File: src/rtl/usr_shift_sequencer.sv
// usr_shift_sequencer: command-driven controller for a universal shift register.
// Accepts one LOAD/SHL/SHR/ROTL command at a time over valid/ready, drives the
// register's sel/pdata/sin for the effective number of cycles, then captures
// the register's q into result and pulses done.
//
// Optional feature macro: USR_SEQ_SOUT_EN
//   defined   -> sout/sout_valid report the bit leaving the register on each
//                shift cycle, aligned with the registered usr_sel.
//   undefined -> sout/sout_valid tied to 0.
//
// state      | meaning
// -----------+-----------------------------------------------------------
// ST_IDLE    | cmd_ready=1, register held; accepts a command
// ST_RUN     | one register operation per cycle, rem_q counts down to 0
// ST_CAPTURE | register held, usr_q latched into result, done next cycle
module usr_shift_sequencer #(
  parameter int WIDTH = 4,
  parameter int CNT_W = 3
) (
  input  logic             clk,
  input  logic             rst,
  input  logic             cmd_valid,
  output logic             cmd_ready,
  input  logic [1:0]       cmd_op,
  input  logic [CNT_W-1:0] cmd_count,
  input  logic [WIDTH-1:0] cmd_data,
  output logic [1:0]       usr_sel,
  output logic [WIDTH-1:0] usr_pdata,
  output logic             usr_sin,
  input  logic [WIDTH-1:0] usr_q,
  output logic             busy,
  output logic             done,
  output logic [WIDTH-1:0] result,
  output logic             sout,
  output logic             sout_valid
);

  localparam logic [1:0] OP_LOAD = 2'b00;
  localparam logic [1:0] OP_SHL  = 2'b01;
  localparam logic [1:0] OP_SHR  = 2'b10;
  localparam logic [1:0] OP_ROTL = 2'b11;

  localparam logic [1:0] SEL_HOLD  = 2'b00;
  localparam logic [1:0] SEL_LEFT  = 2'b01;
  localparam logic [1:0] SEL_RIGHT = 2'b10;
  localparam logic [1:0] SEL_LOAD  = 2'b11;

  typedef enum logic [1:0] {
    ST_IDLE    = 2'b00,
    ST_RUN     = 2'b01,
    ST_CAPTURE = 2'b10
  } state_t;

  state_t           state_q, state_d;
  logic [1:0]       op_q, op_d;
  logic [CNT_W-1:0] rem_q, rem_d;
  logic [WIDTH-1:0] sdata_q, sdata_d;
  logic [1:0]       sel_q, sel_d;
  logic [WIDTH-1:0] pdata_q, pdata_d;
  logic             sin_q, sin_d;
  logic             busy_q, busy_d;
  logic             done_q, done_d;
  logic             ready_q, ready_d;
  logic [WIDTH-1:0] result_q, result_d;
  logic [CNT_W-1:0] eff_cnt;

  // Effective cycle count: LOAD always takes one cycle, shifts clamp at WIDTH.
  always_comb begin
    eff_cnt = cmd_count;
    if (cmd_op == OP_LOAD) begin
      eff_cnt = CNT_W'(1);
    end else if (cmd_count > CNT_W'(WIDTH)) begin
      eff_cnt = CNT_W'(WIDTH);
    end
  end

  // Next-state and next-output logic; outputs are computed one cycle ahead so
  // they can be registered and line up with the cycle the register acts.
  // While a shift is being applied at this edge, the post-shift MSB is
  // usr_q[WIDTH-2], which is what ROTL feeds back for the following shift.
  always_comb begin
    state_d  = state_q;
    op_d     = op_q;
    rem_d    = rem_q;
    sdata_d  = sdata_q;
    sel_d    = SEL_HOLD;
    pdata_d  = '0;
    sin_d    = 1'b0;
    busy_d   = busy_q;
    done_d   = 1'b0;
    ready_d  = ready_q;
    result_d = result_q;
    case (state_q)
      ST_IDLE: begin
        ready_d = 1'b1;
        busy_d  = 1'b0;
        if (cmd_valid && ready_q) begin
          op_d    = cmd_op;
          ready_d = 1'b0;
          busy_d  = 1'b1;
          if (eff_cnt == '0) begin
            state_d = ST_CAPTURE;
          end else begin
            state_d = ST_RUN;
            rem_d   = eff_cnt - CNT_W'(1);
            sdata_d = cmd_data >> 1;
            case (cmd_op)
              OP_LOAD: begin
                sel_d   = SEL_LOAD;
                pdata_d = cmd_data;
              end
              OP_SHL: begin
                sel_d = SEL_LEFT;
                sin_d = cmd_data[0];
              end
              OP_SHR: begin
                sel_d = SEL_RIGHT;
                sin_d = cmd_data[0];
              end
              default: begin
                sel_d = SEL_LEFT;
                sin_d = usr_q[WIDTH-1];
              end
            endcase
          end
        end
      end
      ST_RUN: begin
        if (rem_q == '0) begin
          state_d = ST_CAPTURE;
        end else begin
          rem_d   = rem_q - CNT_W'(1);
          sdata_d = sdata_q >> 1;
          case (op_q)
            OP_SHL: begin
              sel_d = SEL_LEFT;
              sin_d = sdata_q[0];
            end
            OP_SHR: begin
              sel_d = SEL_RIGHT;
              sin_d = sdata_q[0];
            end
            OP_ROTL: begin
              sel_d = SEL_LEFT;
              sin_d = usr_q[WIDTH-2];
            end
            default: begin
              sel_d = SEL_HOLD;
            end
          endcase
        end
      end
      ST_CAPTURE: begin
        result_d = usr_q;
        done_d   = 1'b1;
        busy_d   = 1'b0;
        ready_d  = 1'b1;
        state_d  = ST_IDLE;
      end
      default: begin
        state_d = ST_IDLE;
        busy_d  = 1'b0;
        ready_d = 1'b1;
      end
    endcase
  end

  // FSM state and registered outputs; synchronous active-low reset.
  always_ff @(posedge clk) begin
    if (!rst) begin
      state_q  <= ST_IDLE;
      op_q     <= OP_LOAD;
      rem_q    <= '0;
      sdata_q  <= '0;
      sel_q    <= SEL_HOLD;
      pdata_q  <= '0;
      sin_q    <= 1'b0;
      busy_q   <= 1'b0;
      done_q   <= 1'b0;
      ready_q  <= 1'b1;
      result_q <= '0;
    end else begin
      state_q  <= state_d;
      op_q     <= op_d;
      rem_q    <= rem_d;
      sdata_q  <= sdata_d;
      sel_q    <= sel_d;
      pdata_q  <= pdata_d;
      sin_q    <= sin_d;
      busy_q   <= busy_d;
      done_q   <= done_d;
      ready_q  <= ready_d;
      result_q <= result_d;
    end
  end

  assign cmd_ready = ready_q;
  assign usr_sel   = sel_q;
  assign usr_pdata = pdata_q;
  assign usr_sin   = sin_q;
  assign busy      = busy_q;
  assign done      = done_q;
  assign result    = result_q;

`ifdef USR_SEQ_SOUT_EN
  logic sout_q, sout_d;
  logic sout_valid_q, sout_valid_d;

  // Outgoing bit for the shift issued at this edge: the current MSB/LSB on
  // acceptance, the post-shift neighbour bit while a shift is being applied.
  always_comb begin
    sout_d       = 1'b0;
    sout_valid_d = 1'b0;
    if (state_q == ST_IDLE && cmd_valid && ready_q &&
        eff_cnt != '0 && cmd_op != OP_LOAD) begin
      sout_valid_d = 1'b1;
      sout_d       = (cmd_op == OP_SHR) ? usr_q[0] : usr_q[WIDTH-1];
    end else if (state_q == ST_RUN && rem_q != '0 && op_q != OP_LOAD) begin
      sout_valid_d = 1'b1;
      sout_d       = (op_q == OP_SHR) ? usr_q[1] : usr_q[WIDTH-2];
    end
  end

  // sout registers, reset alongside the FSM.
  always_ff @(posedge clk) begin
    if (!rst) begin
      sout_q       <= 1'b0;
      sout_valid_q <= 1'b0;
    end else begin
      sout_q       <= sout_d;
      sout_valid_q <= sout_valid_d;
    end
  end

  assign sout       = sout_q;
  assign sout_valid = sout_valid_q;
`else
  assign sout       = 1'b0;
  assign sout_valid = 1'b0;
`endif

endmodule

File: config.mk
export PLATFORM = sky130hd
export DESIGN_NAME = usr_shift_sequencer
export DESIGN_NICKNAME = d
export VERILOG_FILES = /design/src/rtl/usr_shift_sequencer.sv
export SDC_FILE = /design/constraint.sdc
export NUM_CORES = 1
export LEC_CHECK = 0
export BUFFER_PORTS_ARGS = -buffer_cell sky130_fd_sc_hd__buf_2
export CAP_MARGIN = 20
export CORE_ASPECT_RATIO = 1.4
export CORE_MARGIN = 1
export CORE_UTILIZATION = 25
export CTS_CLUSTER_SIZE = 20
export DETAILED_ROUTE_END_ITERATION = 10
export GPL_TIMING_DRIVEN = 0
export PLACE_DENSITY = 0.54
export SLEW_MARGIN = 20
export SYNTH_ARGS = -nofsm -noshare
export SYNTH_HDL_FRONTEND = slang
export SYNTH_SLANG_ARGS = --single-unit
export TNS_END_PERCENT = 50
File: constraint.sdc
create_clock -name clk -period 3.3 [get_ports clk]
set_input_delay 0.66 -clock clk [delete_from_list [all_inputs] [get_ports clk]]
set_output_delay 0.66 -clock clk [all_outputs]
set_load 0.05 [all_outputs]
==> results of run 1 <==
==> stage by stage <==
stage	utilization, %	worst slack [ns]	hold slack (ns)	std cells	cell area [µm²]
2_1_floorplan	-	0.982	0.449	126	1150
3_3_place_gp	31.8	0.688	0.467	215	1370
3_5_place_dp	31.8	0.670	0.482	215	1370
4_1_cts	32.8	0.962	0.500	218	1410
5_1_grt	32.8	0.823	0.517	218	1410
6_report	32.8	0.954	0.487	218	1410
==> worst min-delay path, stage by stage (launching register included) <==
cell     delay [ns]
dfxtp_1        0.31
o21ai_0        0.07
a21oi_1        0.06
==> flip-flops by register name (all words and copies together), names as in the netlist <==
name / flops
rem_q: 3
usr_sel: 2
busy: 1
usr_pdata: 4
result: 4
op_q: 2
done: 1
sdata_q: 3
usr_sin: 1
cmd_ready: 1
state_q: 2
==> final cells by class <==
cell class / count / share of cell area [%]
buffer: 6 / 2.75
timing repair buffer: 29 / 10.3
sequential: 24 / 34.0
inverter: 5 / 1.33
multi-input combinational: 91 / 43.4
clock buffer: 3 / 2.92
tap: 60 / 5.31
==> report_power, final <==
group          total (mW)  internal, mW  switching [mW]
registers           0.336         0.316          0.0202
clock network       0.169        0.0815          0.0875
logic               0.187        0.0711           0.116
total               0.692         0.468           0.223
==> logic make-up after synthesis <==
group,share of synthesized area (%)
muxes,5.23
AOI/OAI and AO/OA,16.8
buffers and inverters,5.02
adders and majority gates,8.72
DFF,41.9
and+or+nand+nor,22.0
other,0.327
==> layer usage <==
layer | share of wire [%] | GRT usage, % | routed length (µm) | up-vias
li1 | - | - | - | 501
met1 | 42 | 14.3 | 1100 | 449
met2 | 54 | 21.3 | 1410 | 20
met3 | 2.9 | 1.56 | 75 | 2
met4 | 0.96 | 5.71 | 25 | 0
met5 | 0 | 0 | 0 | -
==> how the worst min path moves through the flow <==
stage                                        from                      end  slack [ns]  depth (start not counted)
after floorplan           sdata_q[2]$_SDFFE_PN0P_  sdata_q[2]$_SDFFE_PN0P_        0.45                          2
after global placement    sdata_q[2]$_SDFFE_PN0P_  sdata_q[2]$_SDFFE_PN0P_        0.47                          2
after detailed placement   result[0]$_SDFFE_PN0P_   result[0]$_SDFFE_PN0P_        0.48                          2
after CTS                 sdata_q[2]$_SDFFE_PN0P_  sdata_q[2]$_SDFFE_PN0P_        0.50                          2
after global routing      sdata_q[2]$_SDFFE_PN0P_  sdata_q[2]$_SDFFE_PN0P_        0.52                          2
final                     sdata_q[2]$_SDFFE_PN0P_  sdata_q[2]$_SDFFE_PN0P_        0.49                          2
==> cells in the final DEF, fill, tap and decap left out, types with 2 or more instances in the layout <==
cell type  count
a21oi_1       11
a311oi_1       3
a31oi_1        2
and2_1         6
and2b_1        2
buf_2         30
buf_4          2
clkbuf_1       2
clkbuf_8       3
conb_1         2
dfxtp_1       24
ha_1           8
inv_1          5
mux2i_1        6
nand2_1        5
nand2b_1       4
nand3_1        2
nor2_1        15
nor3_1         4
nor4b_1        2
o21ai_0        6
==> results.md, run 1 <==
- Run status: completed
- Final setup vio count: 0
- All-layer global routing usage: 12.1%
- Total CTS buffers: 3
- CTS tree: yes
- Final Slew Violations: 0
- Critical path's top delay family: compound AO/OA/AOI/OAI gates
- Root buffer cell: clkbuf_8
- Core area: 4310 µm²
- Reg2reg end: rem_q[2]$_SDFFE_PN0P_
- Post-synth EDFFs: 0
- Critical Path RT: 3.45 ns
- DR vias: 972
- Worst ir drop on vdd: 246 µV
- Layout Skew: 0.00292 ns
- Most frequent cells after synthesis: dfxtp_1, nor2_1, a21oi_1
- Clock-pin transition on the worst setup and hold timing paths: 0.08 ns
- R2r setup slk: 1.42 ns
- CP Capture Type: flop
- First-pass GRT wire length: 4360 µm
- Share of the synthesized area in the top cell type: 41.9%
- Post-CTS Setup Bufs: 0
- Kind of critical path: input port to flop
- Top_reg_cell synth: dfxtp_1
- Via density: 4.46
- Clock sink count: 24
- Fillcell total: 459
- Post-CTS sizing: 0
- Final Cycle Share: 71.1%
- IO Count: 32
- Drt first-iter violations: 14
- Syn-to-layout area delta: 23.1%
- Worst slew pin tran: 0.519 ns
- Worst setup SP type: input port
- # rows: 28
- Worst r2r src: state_q[1]$_SDFFE_PN0P_
- Initial DRT Pass Iterations: 4
- Initial antenna violation count: 0
- Distinct cells, synth: 34
- Cts hold-fix bufs: 0
- Setup crit start: cmd_op[0]
- Largest net degree at the start of global routing: 13
- Max Cap Violations: 0
- Register area: 480 µm²
- RePlAce Congestion: 0.786
- Dominant cells by area after synthesis: dfxtp_1, ha_1, mux2i_1
- Die Width: 59.3 µm
- Crit-path max FO: 6
- Mapped Area: 1150 µm²
- Total power: 692 µW
- H-tree depth: 1
- RSZ-0062 raised after global routing: no
- DR DRC count: 0
- Starting density of the core: 26.6%
- Final Hold Vio Count: 0
- DP HPWL: 2010 µm
- Setup TNS: 0 ns
- Worst reg2reg path depth: 7
- Max clock buf depth: 2
- Worst path slowest cell: or2_2
- Layout cells sized above 1: 24.7%
- Multi-input gate area: 613 µm²
- Critical Path Sink: rem_q[2]$_SDFFE_PN0P_
- Vert. Die Dim: 82.2 µm
- Max stage delay on crit path: 0.32 ns
- Max_slew headroom: 65.2%
- Tmin final: 2.35 ns
- Async S/R FF share, synth: 0%
- Congestion Overflow GR: 0
- Worst path cell trace: buf_2, inv_1, ha_1, or2_2, a31oi_1, ha_1, nor2_1, o311a_1, a311o_1
- Drt total wl: 2610 µm
- Final ANT Viol Nets: 0
- Vias in the first global route: 946
- Most instantiated library cell after synthesis: dfxtp_1
- Power density over the cells: 490 nW/µm²
- Pleak: 0.636 nW
- Worst path bufs/invs: 2
- Syn Inst Count: 125
- HP Class: flop to flop
- Yosys reg bits: 24
- Sequential element share of the synthesized area: 41.9%
- Levels on crit path: 9
- Synth area leader: dfxtp_1
- PortBufs: 29
- Syn avg cell area: 9.18 µm²
- Worst Path Arrival: 2.50 ns
- Clk Latency, worst-skew pair: 0.26 ns
- Die area: 4870 µm²
- Worst path most repeated cell: ha_1
- Ant. Diodes: 0
- NumNets Final: 184
- WL per Instance: 12.0 µm
- Max Fclk: 0.426 GHz
- Warnings from Yosys: 0
(Power assumes the default switching activity.)
==> inputs of run 2 (changes only) <==
==> constraint.sdc (replaced) <==
create_clock -name clk -period 2.2 [get_ports clk]
set_input_delay 0.44 -clock clk [delete_from_list [all_inputs] [get_ports clk]]
set_output_delay 0.44 -clock clk [all_outputs]
set_load 0.05 [all_outputs]
==> results.md, run 2 (synthesis results as in run 1) <==
- Clk Latency, worst-skew pair: 0.26 ns (about the same)
- Post-CTS sizing: 0 (unchanged)
- DP HPWL: 2010 µm (unchanged)
- Placed cell area: 1370 µm² (unchanged)
- Worst setup SP type: input port (unchanged)
- Initial DRT Pass Iterations: 3 (was 4)
- Drt first-iter violations: 14 (unchanged)
- Drt total wl: 2610 µm (unchanged)
- # rows: 28 (unchanged)
- Max_slew headroom: 65.0% (was 65.2%)
- Congestion Overflow GR: 0 (unchanged)
- Total CTS buffers: 3 (unchanged)
- Die Width: 59.3 µm (unchanged)
- Die area: 4870 µm² (unchanged)
- Max Cap Violations: 0 (unchanged)
- Starting density of the core: 26.6% (unchanged)
- Ant. Diodes: 0 (unchanged)
- Cts hold-fix bufs: 0 (unchanged)
- Fillcell total: 460 (was 459)
- Final setup vio count: 0 (unchanged)
- Crit-path max FO: 6 (unchanged)
- Core area: 4310 µm² (unchanged)
- Vert. Die Dim: 82.2 µm (unchanged)
- Leading cell type in the layout, fill and taps excluded: buf_2 (unchanged)
- Layout Skew: 0.00260 ns (was 0.00292 ns)
- Via density: 4.48 (was 4.46)
- Clock-pin transition on the worst setup and hold timing paths: 0.08 ns (about the same)
- Post-route setup slack: 0.104 ns (was 0.954 ns)
- HP Class: input port to flop (was flop to flop)
- Final Cycle Share: 95.3%
- Tmin final: 2.10 ns
- DR vias: 977 (was 972)
- First-pass GRT wire length: 4360 µm (unchanged)
- PortBufs: 29 (unchanged)
- Vias in the first global route: 946 (unchanged)
- RSZ-0062 raised after global routing: no (unchanged)
- Power density over the cells: 732 nW/µm² (was 490 nW/µm²)
- Root buffer cell: clkbuf_8 (unchanged)
- Layout cells sized above 1: 25.9% (was 24.7%)
- Post-CTS Setup Bufs: 0 (unchanged)
- CP Capture Type: flop (unchanged)
- Max Fclk: 0.477 GHz
- Largest net degree at the start of global routing: 13 (unchanged)
- H-tree depth: 1 (unchanged)
- Worst Path Arrival: 2.25 ns (was 2.50 ns)
- All-layer global routing usage: 12.1% (unchanged)
- IO Count: 32 (unchanged)
- Critical Path RT: 2.36 ns (was 3.45 ns)
- CTS tree: yes (unchanged)
- Kind of critical path: input port to flop (unchanged)
- Pleak: 0.636 nW (about the same)
- Final ANT Viol Nets: 0 (unchanged)
- Hold path depth: 2 (unchanged)
- Worst slew pin tran: 0.521 ns (was 0.519 ns)
- Pre-CTS WS: -0.210 ns (was 0.670 ns)
- Final instance area: 1420 µm² (was 1410 µm²)
- Syn-to-layout area delta: 23.9% (was 23.1%)
- Worst reg2reg path depth: 6 (was 7)
- RePlAce Congestion: 0.786 (unchanged)
- Worst ir drop on vdd: 371 µV (was 246 µV)
- Final Hold Vio Count: 0 (unchanged)
- Total power: 1.04 mW (was 692 µW)
- Max clock buf depth: 2 (unchanged)
- Clock sink count: 24 (unchanged)
- Most frequent cells in the layout: buf_2, dfxtp_1, nor2_1 (unchanged)
- Run status: completed (unchanged)
- WL per Instance: 12.0 µm (unchanged)
- NumNets Final: 184 (unchanged)
- Final Slew Violations: 0 (unchanged)
- Initial antenna violation count: 0 (unchanged)
- DR DRC count: 0 (unchanged)
## run 2: cell counts in the layout (fill, tap and decap cells not counted)
No cell type changed its count.
## run 2: report_power, final
part	total, mW	internal [mW]	switching [mW]
clock	0.254	0.122	0.132
sequential	0.503	0.474	0.0296
combinational	0.283	0.108	0.175
## run 2: routing by layer
metal,global-route usage (%),routed length (µm),share of wire [%],vias to the layer above
li1,-,-,-,501
met1,14.3,1100,42,455
met2,21.3,1420,54,17
met3,1.56,63,2.4,4
met4,5.71,36,1.4,0
met5,0,0,0,-
## run 2: path summary, 6_finish.rpt
check | from | to | slack (ns)
worst max-delay path | cmd_op[0] | rem_q[2]$_SDFFE_PN0P_ | 0.10
worst min-delay path | cmd_data[2] | usr_pdata[2]$_SDFF_PP0_ | 0.39
worst max register to register | state_q[1]$_SDFFE_PN0P_ | rem_q[2]$_SDFFE_PN0P_ | 0.34
worst min register to register | sdata_q[2]$_SDFFE_PN0P_ | sdata_q[2]$_SDFFE_PN0P_ | 0.49
## run 2: worst max-delay path, stage by stage
cell and delay (ns):
buf_2 0.11, inv_1 0.06, ha_1 0.29, or2_2 0.33, a31oi_2 0.22, ha_2 0.22
nor2_1 0.05, o311a_1 0.28, a311o_1 0.26
## run 2: metrics by stage
| stage | utilization [%] | hold slack (ns) | setup TNS, ns | std cells |
|---|---|---|---|---|
| after floorplan | - | 0.449 | 0 | 126 |
| after global placement | 31.8 | 0.467 | -0.192 | 215 |
| after detailed placement | 31.8 | 0.482 | -0.210 | 215 |
| after CTS | 32.8 | 0.394 | 0 | 218 |
| after global routing | 33.0 | 0.386 | 0 | 218 |
| final | 33.0 | 0.395 | 0 | 218 |
## run 2: final cells by class
class / instances / area [µm²] / area share, %
multi-input cells: 91 / 622 / 43.8
plain buffers: 6 / 38.8 / 2.73
flip-flops and latches: 24 / 480 / 33.8
repair buffers: 29 / 145 / 10.2
inverters: 5 / 18.8 / 1.32
clock buffers: 3 / 41.3 / 2.90
well taps: 60 / 75.1 / 5.28
